<file path="src/rtl/n_alu_pkg.sv">
// n_alu_pkg: shared constants for the n_alu block.
//   NUM_BITS_DEFAULT : default operand width
//   OP_*             : 2-bit op codes, formed as {s0,s1}; meaning depends on unit
//   UNIT_*           : unit select values carried on s3
package n_alu_pkg;

  localparam int NUM_BITS_DEFAULT = 4;

  // Arithmetic unit op codes (s3 = UNIT_ARITH)
  localparam logic [1:0] OP_ADD = 2'b00;
  localparam logic [1:0] OP_SUB = 2'b01;
  localparam logic [1:0] OP_INC = 2'b10;
  localparam logic [1:0] OP_DEC = 2'b11;

  // Logic unit op codes (s3 = UNIT_LOGIC)
  localparam logic [1:0] OP_AND = 2'b00;
  localparam logic [1:0] OP_OR  = 2'b01;
  localparam logic [1:0] OP_XOR = 2'b10;
  localparam logic [1:0] OP_SHR = 2'b11;

  localparam logic UNIT_ARITH = 1'b0;
  localparam logic UNIT_LOGIC = 1'b1;

endpackage

</file>
<file path="src/rtl/n_alu_datapath.sv">
// n_alu_datapath: purely combinational result generator.
//   a, b   : W-bit unsigned operands
//   s0, s1 : op code {s0,s1}
//   s3     : unit select (0 arithmetic, 1 logic)
//   result : W+1 bits; result[W] is carry out (arithmetic) or 0 (logic)
// All four arithmetic ops share one ripple-carry adder; only the second
// adder operand and the carry-in change per op.
module n_alu_datapath
  import n_alu_pkg::*;
#(
  parameter int NUM_BITS = NUM_BITS_DEFAULT
) (
  input  logic [NUM_BITS-1:0] a,
  input  logic [NUM_BITS-1:0] b,
  input  logic                s0,
  input  logic                s1,
  input  logic                s3,
  output logic [NUM_BITS:0]   result
);

  logic [1:0]          op;
  logic [NUM_BITS-1:0] add_b;
  logic                add_cin;
  logic [NUM_BITS-1:0] add_sum;
  logic                add_cout;
  logic [NUM_BITS:0]   arith_res;
  logic [NUM_BITS:0]   logic_res;

  assign op = {s0, s1};

  // Adder operand-B / carry-in selection. SUB uses a + ~b + 1, DEC uses
  // a + all-ones, so carry out doubles as the "no borrow" indicator.
  always_comb begin
    add_b   = b;
    add_cin = 1'b0;
    unique case (op)
      OP_ADD: begin add_b = b;                  add_cin = 1'b0; end
      OP_SUB: begin add_b = ~b;                 add_cin = 1'b1; end
      OP_INC: begin add_b = '0;                 add_cin = 1'b1; end
      OP_DEC: begin add_b = {NUM_BITS{1'b1}};   add_cin = 1'b0; end
      default: begin add_b = b;                 add_cin = 1'b0; end
    endcase
  end

  // Ripple-carry adder; the carry is a blocking local so the chain is
  // evaluated bit by bit inside one combinational process.
  always_comb begin
    logic carry;
    carry   = add_cin;
    add_sum = '0;
    for (int i = 0; i < NUM_BITS; i++) begin
      add_sum[i] = a[i] ^ add_b[i] ^ carry;
      carry      = (a[i] & add_b[i]) | (carry & (a[i] ^ add_b[i]));
    end
    add_cout = carry;
  end

  assign arith_res = {add_cout, add_sum};

  // Logic unit; extra bit is always 0.
  always_comb begin
    logic_res = '0;
    unique case (op)
      OP_AND:  logic_res = {1'b0, a & b};
      OP_OR:   logic_res = {1'b0, a | b};
      OP_XOR:  logic_res = {1'b0, a ^ b};
      OP_SHR:  logic_res = {2'b00, a[NUM_BITS-1:1]};
      default: logic_res = '0;
    endcase
  end

  assign result = (s3 == UNIT_LOGIC) ? logic_res : arith_res;

endmodule

</file>
<file path="src/rtl/n_alu.sv">
// n_alu: registered W-bit ALU with an arithmetic and a logic unit.
//   clk    : rising-edge clock
//   rst_n  : asynchronous active-low reset, clears out immediately
//   a, b   : W-bit unsigned operands
//   s0, s1 : op code {s0,s1}
//   s3     : unit select (0 arithmetic, 1 logic)
//   out    : W+1-bit result registered one cycle after inputs are sampled
// There is no handshake: a new result is captured on every rising edge.
module n_alu
  import n_alu_pkg::*;
#(
  parameter int NUM_BITS = NUM_BITS_DEFAULT
) (
  input  logic                clk,
  input  logic                rst_n,
  input  logic [NUM_BITS-1:0] a,
  input  logic [NUM_BITS-1:0] b,
  input  logic                s0,
  input  logic                s1,
  input  logic                s3,
  output logic [NUM_BITS:0]   out
);

  logic [NUM_BITS:0] result;

  n_alu_datapath #(.NUM_BITS(NUM_BITS)) u_datapath (
    .a      (a),
    .b      (b),
    .s0     (s0),
    .s1     (s1),
    .s3     (s3),
    .result (result)
  );

  always_ff @(posedge clk or negedge rst_n) begin
    if (!rst_n) out <= '0;
    else        out <= result;
  end

endmodule

</file>
<file path="config.mk">
export PLATFORM = sky130hd
export DESIGN_NAME = n_alu
export DESIGN_NICKNAME = d
export VERILOG_FILES = /design/src/rtl/n_alu_pkg.sv /design/src/rtl/n_alu_datapath.sv /design/src/rtl/n_alu.sv
export SDC_FILE = /design/constraint.sdc
export NUM_CORES = 1
export LEC_CHECK = 0
export ABC_AREA = 1
export CAP_MARGIN = 15
export CORE_ASPECT_RATIO = 1.2
export CORE_MARGIN = 3
export CORE_UTILIZATION = 25
export CTS_BUF_LIST = sky130_fd_sc_hd__clkbuf_2 sky130_fd_sc_hd__clkbuf_4 sky130_fd_sc_hd__clkbuf_8
export DETAILED_ROUTE_END_ITERATION = 12
export GPL_ROUTABILITY_DRIVEN = 1
export PLACE_DENSITY_LB_ADDON = 0.08
export SYNTH_ARGS = -nofsm -noshare
export SYNTH_HDL_FRONTEND = slang
export SYNTH_SLANG_ARGS = --single-unit
</file>
<file path="constraint.sdc">
create_clock -name clk -period 1.2 [get_ports clk]
set_clock_uncertainty 0.05 [all_clocks]
set_input_delay 0.12 -clock clk [delete_from_list [all_inputs] [get_ports clk]]
set_output_delay 0.12 -clock clk [all_outputs]
set_load 0.05 [all_outputs]
</file>
; ---- Word-level counts from Yosys, hierarchy flattened
; Index checks and enable logic that the tools add are counted.
[classes]
n_mul = 0
order_cmp = 0
mux = 4
bitwise_logic = 24
shift = 0
div = 0
n_reduce_logical = 3
eq_ne = 3
n_addsub = 0
[op_table]
columns = operator, n
row1 = 5-bit case mux with 4 select lines, 1
row2 = 4-bit case mux with 4 select lines, 1
row3 = 1-bit AND, 8
row4 = 1-bit XOR, 8
row5 = 5-bit two-way mux, 1
row6 = 4-bit AND, 1
row7 = 2-bit == test (second input constant), 2
row8 = 4-bit NOT, 1
row9 = 1-bit bitwise OR, 4
row10 = 4-bit bitwise OR, 1
row11 = 2-bit OR reduction, 2
row12 = 4-bit XOR, 1
row13 = 2-bit by 1-bit == test with 1-bit output (second input constant), 1
row14 = 2-bit logical NOT, 1
row15 = 1-bit case mux with 2 select lines, 1
[word_totals]
mem_bits_ro = 0
register_bits = 5
mem_bits_rw = 0
n_memories = 0
latchBits = 0
input_bits = 13

; ---- Longest topological paths before layout
; Gate-level depths: netlist of run 1.
[depth]
ltp_word = 12
depth_mapped = 13

; ---- Cells and area by module
; Synthesis of run 1 repeated with hierarchy kept, for this count alone.
[hier_totals]
cells_unflattened = 88
hier_area_um2 = 644.4
[modules_own_cells]
columns = module, cells_each, n_inst, area_each_um2
row1 = n_alu_datapath, 83, 1, 519.2
row2 = n_alu, 5, 1, 125.1

; ---- Worst setup path after synthesis of run 1
; No wires, ideal clock.
[synth_path]
kind = input to register
startpoint = in s0
endpoint = reg out[3]
arrival_ps = 2354
setup_ps = 124
path_buffers = 0
setup_slack_ps = -1328
required_ps = 1026
path_stages = 13
cell_sequence = inv_1 > ha_1 > inv_1 > o21ai_0 > o21ai_0 > fa_1 > inv_1 > fa_1 > inv_1 > fa_1 > fa_1 > nor2_1 > o21bai_1
[synth_between]
elab_chain_len = 11
elab_cells_between_ends = 24
cone_classes = 3 x eq/ne / 4 x mux / 14 x bitwise / 3 x reduce/logical
[synth_rtl]
columns = element, line
row1 = start: declaration, n_alu.sv:18  ; input logic s0,
row2 = 2-bit == test (tied with other cells), "n_alu_datapath.sv:36, n_alu_datapath.sv:63"
row3 = 4-bit case mux with 4 select lines or 2-bit OR reduction (tied branches), n/a
row4 = 1-bit XOR or 1-bit case mux with 2 select lines (tied branches), "n_alu_datapath.sv:53, n_alu_datapath.sv:36"
row5 = 1-bit AND, n_alu_datapath.sv:53  ; carry = (a[i] & add_b[i]) | (carry & (a[i] ^ add_b[i]));
row6 = 1-bit bitwise OR, n_alu_datapath.sv:53
row7 = 1-bit AND, n_alu_datapath.sv:53
row8 = 1-bit bitwise OR, n_alu_datapath.sv:53
row9 = 1-bit AND, n_alu_datapath.sv:53
row10 = 1-bit bitwise OR, n_alu_datapath.sv:53
row11 = 1-bit XOR, n_alu_datapath.sv:52  ; add_sum[i] = a[i] ^ add_b[i] ^ carry;
row12 = 5-bit two-way mux (*), n_alu_datapath.sv:72  ; assign result = (s3 == UNIT_LOGIC) ? logic_res : arith_res;
row13 = named net result[3], n_alu.sv:24  ; logic [NUM_BITS:0] result;
row14 = end signal: assignment, n_alu.sv:37  ; else out <= result;
row15 = end: declaration, n_alu.sv:21  ; output logic [NUM_BITS:0] out
; Mark *: on every way through the listed nets, which the timed path passes. The rest lies on a longest branch. The select of a mux whose other input is x is not followed.

; ---- Final worst setup path of run 1
; Ends and elaborated chain as after synthesis.

==> results of run 1 <==
[final cells by class]
type	count	area, sq um
clock buffers	4	30.0
fillers	238	1150
inverters	19	98.8
multi-input cells	63	513
flip-flops and latches	5	125
well taps	31	38.8
repair buffers	41	417
[path summary, 6_finish.rpt]
check / start / to / slack, ps / cells after the start
setup / recovery: s0 / out[3]$_DFF_PN0_ / -1160 / 15
min in group clk: s3 / out[4]$_DFF_PN0_ / 530 / 2
hold / removal: rst_n / out[1]$_DFF_PN0_ / 50 / 1
max in group asynchronous: rst_n / out[4]$_DFF_PN0_ / 860 / 1
[power breakdown]
part / switching, W / internal [W] / total (W)
clock: 0.0000669 / 0.000148 / 0.000215
sequential: 0.0000234 / 0.000198 / 0.000221
combinational: 0.000273 / 0.000300 / 0.000573
[cells in the final DEF (no fill, tap or decap)]
cell type	count
sky130_fd_sc_hd__inv_4	1
sky130_fd_sc_hd__o21ai_0	5
sky130_fd_sc_hd__nand2_1	20
sky130_fd_sc_hd__ha_1	9
sky130_fd_sc_hd__o21ai_2	3
sky130_fd_sc_hd__nor2_1	8
sky130_fd_sc_hd__o21bai_1	1
sky130_fd_sc_hd__nand2_2	2
sky130_fd_sc_hd__inv_1	13
sky130_fd_sc_hd__clkdlybuf4s50_1	9
sky130_fd_sc_hd__inv_12	2
sky130_fd_sc_hd__o21ai_1	2
sky130_fd_sc_hd__nor2_2	2
sky130_fd_sc_hd__dfrtp_1	5
sky130_fd_sc_hd__buf_8	1
sky130_fd_sc_hd__nor2_4	1
sky130_fd_sc_hd__buf_4	21
sky130_fd_sc_hd__dlygate4sd2_1	1
sky130_fd_sc_hd__buf_6	4
sky130_fd_sc_hd__buf_12	5
sky130_fd_sc_hd__fa_2	4
sky130_fd_sc_hd__clkbuf_4	4
sky130_fd_sc_hd__inv_2	3
sky130_fd_sc_hd__a22oi_1	1
sky130_fd_sc_hd__ha_4	3
sky130_fd_sc_hd__or2_4	2
[through the flow]
stage / cell area (sq um) / total power [W] / hold slack, ps
finish: 1220 / 0.00101 / 48.6
global route: 1220 / 0.00109 / 61.9
CTS: 1180 / 0.00101 / 47.0
detailed placement: 1100 / 0.000770 / 308
global placement: 1100 / 0.000766 / 313
floorplan: 722 / 0.000486 / -226
[routing by layer]
layer / GRT usage / wire [um] / vias to the layer above
li1: - / - / 349
met1: 0.122 / 605 / 300
met5: 0 / 0 / -
met4: 0.0657 / 9 / 0
met3: 0.00726 / 49 / 2
met2: 0.223 / 901 / 13
[cell families after synthesis]
family	synth area share
buffers and inverters	0.128
DFF	0.194
AOI/OAI and AO/OA	0.101
adders and majority gates	0.357
and+or+nand+nor	0.219
[what timing repair did]
| action | 4_1_cts | 5_1_grt |
|---|---|---|
| setup buffers | 3 | 3 |
| endpoints found under the setup margin | 5 | 5 |
| resized for setup | 17 | 6 |
| pin swaps | 9 | 9 |
==> metrics, run 1 <==
number of sinks driven by the clock tree 5; number of ports placed on the die boundary 18; most common cell type on the critical path sky130_fd_sc_hd__fa_2; master of the slowest instance on the critical path sky130_fd_sc_hd__fa_2; CTS tree yes; total power density per cell area about 830 mW/mm^2; Fin Setup TNS -3340 ps; Final Instance Count excl. Fillers 163; kind of cell adding the most delay to the critical path adder cells; initial core utilization 0.271; synthesized area per cell 7.32 sq um; number of buffers and inverters on the critical path 6; crit path max fanout 2; die extent in y roughly 62 um; Mapped Nets 117; Max rail drop VDD slightly above 0.4 mV; number of enable-type register cells in the synthesized netlist 0; total via count after detailed routing around 660; area of the die between 0.003 and 0.004 sq mm; violations in the final reports setup timing; Main synth FF type sky130_fd_sc_hd__dfrtp_1; worst rel slew slack 0.810; total of warnings raised by yosys 0; largest net degree at the start of global routing 11; DP Cell Count roughly 150; worst setup timing slack at the placement stage -1830 ps; category of the worst setup path capture point register; delay of the slowest cell on the worst path 530 ps; final worst slack -1160 ps; flip-flop count of the largest register, all copies and words added 5; synthesized instance count just under 90; core area 0.00238 sq mm; required time of the worst setup path 1270 ps; Hold Crit Class in2async; nets@finish roughly 160; antenna violations before repair 0; final count of hold timing violations 0; post-synth top area cell sky130_fd_sc_hd__ha_1; GRT Resource Usage Total 0.115; number of buffers added on ports 17; number of search-and-repair iterations in the first detailed-routing pass 4; arrival time at the worst endpoint 2430 ps; fraction of post-synthesis cell area in the top cell type by area 0.233; crit path cell chain buf_6 > buf_6 > inv_12 > ha_4 > inv_4 > o21ai_2 > o21ai_2 > fa_2 > inv_2 > fa_2 > inv_2 > fa_2 > fa_2 > nor2_1 > o21bai_1; post-DR vias/cell just over 4; die boundary width roughly 52 um; number of global-route vias before repair 687; depth of the CTS H-tree 1; total clock buffers created by CTS 3; f_max ~0.42 GHz; DRC errors left 0; core occupancy in the finished layout 0.514; buffer type at the clock tree root sky130_fd_sc_hd__clkbuf_4; max-cap viol count 0; time the final worst path needs with I/O delays and setup ~2400 ps; transition time at the pin with the least slew margin between 200 and 300 ps; fraction of layout instances using a drive strength above 1 0.439; gr ovfl total 0; Leakage Power between 0.6 and 0.7 nW; starting DRC count in detailed routing 9; Synth area leaders sky130_fd_sc_hd__ha_1 23%, sky130_fd_sc_hd__dfrtp_1 19%, sky130_fd_sc_hd__nand2_1 13%; weighted congestion reported at the end of routability-driven placement slightly below 0.8; run status complete, but fails checks; global-route wire length before repair around 2.8 mm; CTS hold repair buffers 0; total half-perimeter wirelength after legalization and detailed placement approximately 1.3 mm; Period Utilization, post-route 1.97; nature of the critical path startpoint input port; Routed WL per cell around 9.6 um; area added between synthesis and finish 89.7%; clock slew seen by the registers of the worst setup and hold paths around 40 ps; n_diodes 0; async set-or-reset flop fraction in the synthesized netlist 1.00; max-slew violation count 0; unrepaired setup endpoints after global routing true; sequential share of the synthesized area 0.194; number of distinct library cell variants in the gate-level netlist after synthesis 14; Setup Viol. Count Final 5; area of the mapped netlist 644 sq um; largest registers ranked by flip-flop count out (5); most frequently used cell type in the post-synthesis netlist sky130_fd_sc_hd__nand2_1; category of the most critical setup path in2reg; buffer depth of the longest clock path 2; Top reg by flops out; antenna-violating nets left 0; number of synthesized register bits 5; wire length after detailed routing about 1.6 mm; Rows 19; cell types with the highest counts after synthesis 22 x sky130_fd_sc_hd__nand2_1, 18 x sky130_fd_sc_hd__inv_1, 12 x sky130_fd_sc_hd__ha_1
Power figures use the tool's default switching activity.
==> run 2, diff against run 1 <==
--- a/config.mk
+++ b/config.mk
@@ -13,7 +13,6 @@
 export CTS_BUF_LIST = sky130_fd_sc_hd__clkbuf_2 sky130_fd_sc_hd__clkbuf_4 sky130_fd_sc_hd__clkbuf_8
 export DETAILED_ROUTE_END_ITERATION = 12
 export GPL_ROUTABILITY_DRIVEN = 1
-export PLACE_DENSITY_LB_ADDON = 0.08
 export SYNTH_ARGS = -nofsm -noshare
 export SYNTH_HDL_FRONTEND = slang
 export SYNTH_SLANG_ARGS = --single-unit
==> run 2 against run 1 <==
  * The flow still finishes with violations (setup timing)
  * Critical path depth is the same
  * Maximum frequency shrank 0.13%
  * Combinational power shrank 5.1%
  * Critical path type unchanged
  * Highest routed layer is now met3
==> metrics, run 2 (same netlist as run 1, synthesis figures left out) <==
run status complete, but fails checks; GRT Resource Usage Total 0.110; total power density per cell area ~850 mW/mm^2; n_diodes 0; largest net degree at the start of global routing 11; arrival time at the worst endpoint roughly 2400 ps; buffer type at the clock tree root sky130_fd_sc_hd__clkbuf_4; Total Power 0.000974 W; required time of the worst setup path ~1300 ps; total via count after detailed routing 659; largest registers ranked by flip-flop count out (5); Setup Viol. Count Final 5; gr ovfl total 0; commonest cells after routing, fill and taps aside 21 x sky130_fd_sc_hd__nand2_1, 16 x sky130_fd_sc_hd__buf_4, 13 x sky130_fd_sc_hd__inv_1; weighted congestion reported at the end of routability-driven placement around 0.8; Max rail drop VDD ~0.42 mV; core area 0.00238 sq mm; launching instance or port of the critical path s0; crit path max fanout 2; category of the worst setup path capture point register; antenna-violating nets left 0; time the final worst path needs with I/O delays and setup approximately 2400 ps; worst rel slew slack 0.824; number of ports placed on the die boundary 18; total half-perimeter wirelength after legalization and detailed placement between 1 and 1.5 mm; transition time at the pin with the least slew margin between 200 and 300 ps; nature of the critical path startpoint input port; global-route wire length before repair about 2.6 mm; delay of the slowest cell on the worst path between 500 and 600 ps; category of the most critical setup path in2reg; die boundary width about 52 um; max-slew violation count 0; clock slew seen by the registers of the worst setup and hold paths 40 ps; most common cell after layout, fill and taps aside sky130_fd_sc_hd__nand2_1; flip-flop count of the largest register, all copies and words added 5; master of the slowest instance on the critical path sky130_fd_sc_hd__fa_2; total clock buffers created by CTS 3; number of sinks driven by the clock tree 5; initial core utilization 0.271; number of buffers added on ports 17; area added between synthesis and finish 78.6%; most common cell type on the critical path sky130_fd_sc_hd__fa_2; unrepaired setup endpoints after global routing true; die extent in y between 60 and 70 um; post-DR vias/cell 4.20; Leakage Power between 0.5 and 0.6 nW; Routed WL per cell ~9.7 um; fraction of layout instances using a drive strength above 1 0.397; Top reg by flops out; wire length after detailed routing 1.53 mm; starting DRC count in detailed routing 6; CTS tree yes; worst setup timing slack at the placement stage -1810 ps; number of global-route vias before repair 680; CTS hold repair buffers 0; nets@finish around 160; antenna violations before repair 0; max-cap viol count 0; critical path endpoint out[3]$_DFF_PN0_; depth of the CTS H-tree 1; Rows 19; f_max 0.422 GHz; final count of hold timing violations 0; Period Utilization, post-route 1.97; number of search-and-repair iterations in the first detailed-routing pass 4; final worst slack -1170 ps; Hold Crit Class in2async; buffer depth of the longest clock path 2; DRC errors left 0; area of the die approximately 0.0032 sq mm; crit path cell chain buf_6 > buf_6 > inv_12 > ha_4 > inv_2 > o21ai_2 > o21ai_2 > fa_2 > inv_2 > fa_2 > inv_2 > fa_2 > fa_2 > nor2_1 > o21bai_1; violations in the final reports setup timing
[run 2: changes by cell type in the layout (fill, tap and decap cells not counted), sizes merged]
cell  delta
buf      -6
[run 2: worst min path at each step]
stage | slack, ps | to
global route | 50 | out[2]$_DFF_PN0_
detailed placement | 300 | out[4]$_DFF_PN0_
global placement | 300 | out[4]$_DFF_PN0_
floorplan | -230 | out[0]$_DFF_PN0_
CTS | 50 | out[2]$_DFF_PN0_
finish | 50 | out[3]$_DFF_PN0_
[run 2: timing repair]
| action | 4_1_cts | 5_1_grt |
|---|---|---|
| resized for setup | 15 | 0 |
| pin swaps | 9 | 8 |
| setup endpoints to repair | 5 | 5 |
| setup buffers | 2 | 0 |
[run 2: layout make-up]
type | count | area (sq um)
fillers | 245 | 1230
multi-input cells | 63 | 497
inverters | 19 | 96.3
flip-flops and latches | 5 | 125
repair buffers | 35 | 364
clock buffers | 4 | 30.0
well taps | 31 | 38.8
[run 2: per-stage QoR]
stage,cells,hold WS (ps),utilization,area (sq um),TNS [ps]
floorplan,88,-226,-,722,-3350
global placement,151,299,0.458,1090,-6690
detailed placement,151,297,0.458,1090,-6860
CTS,157,49.6,0.484,1150,-3690
global route,157,47.8,0.484,1150,-3730
finish,157,49.4,0.484,1150,-3390
[run 2: metal layers]
metal	up-vias	track usage	routed length, um
met5	-	0	0
met1	310	0.100	512
met4	0	0.0438	0
met2	11	0.227	938
met3	0	0.0266	77
li1	338	-	-
[run 2: where the power goes]
group,switching [W],internal (W),total [W]
clock network,0.0000614,0.000148,0.000209
registers,0.0000224,0.000198,0.000221
logic,0.000265,0.000279,0.000544
total,0.000349,0.000625,0.000974
[run 2: critical path, delay by kind of cell]
family                   cells  cell delay (ps)
AND/OR/NAND/NOR              1               40
adder cells (fa/ha/maj)      5             1510
buffers and inverters        6              400
AO/OA/AOI/OAI                3              360
==> run 3, diff against run 2 <==
--- a/config.mk
+++ b/config.mk
@@ -12,7 +12,6 @@
 export CORE_UTILIZATION = 25
 export CTS_BUF_LIST = sky130_fd_sc_hd__clkbuf_2 sky130_fd_sc_hd__clkbuf_4 sky130_fd_sc_hd__clkbuf_8
 export DETAILED_ROUTE_END_ITERATION = 12
-export GPL_ROUTABILITY_DRIVEN = 1
 export SYNTH_ARGS = -nofsm -noshare
 export SYNTH_HDL_FRONTEND = slang
 export SYNTH_SLANG_ARGS = --single-unit
==> results of run 3 <==
Final layout, timing and power as in run 2 (identical DEF).
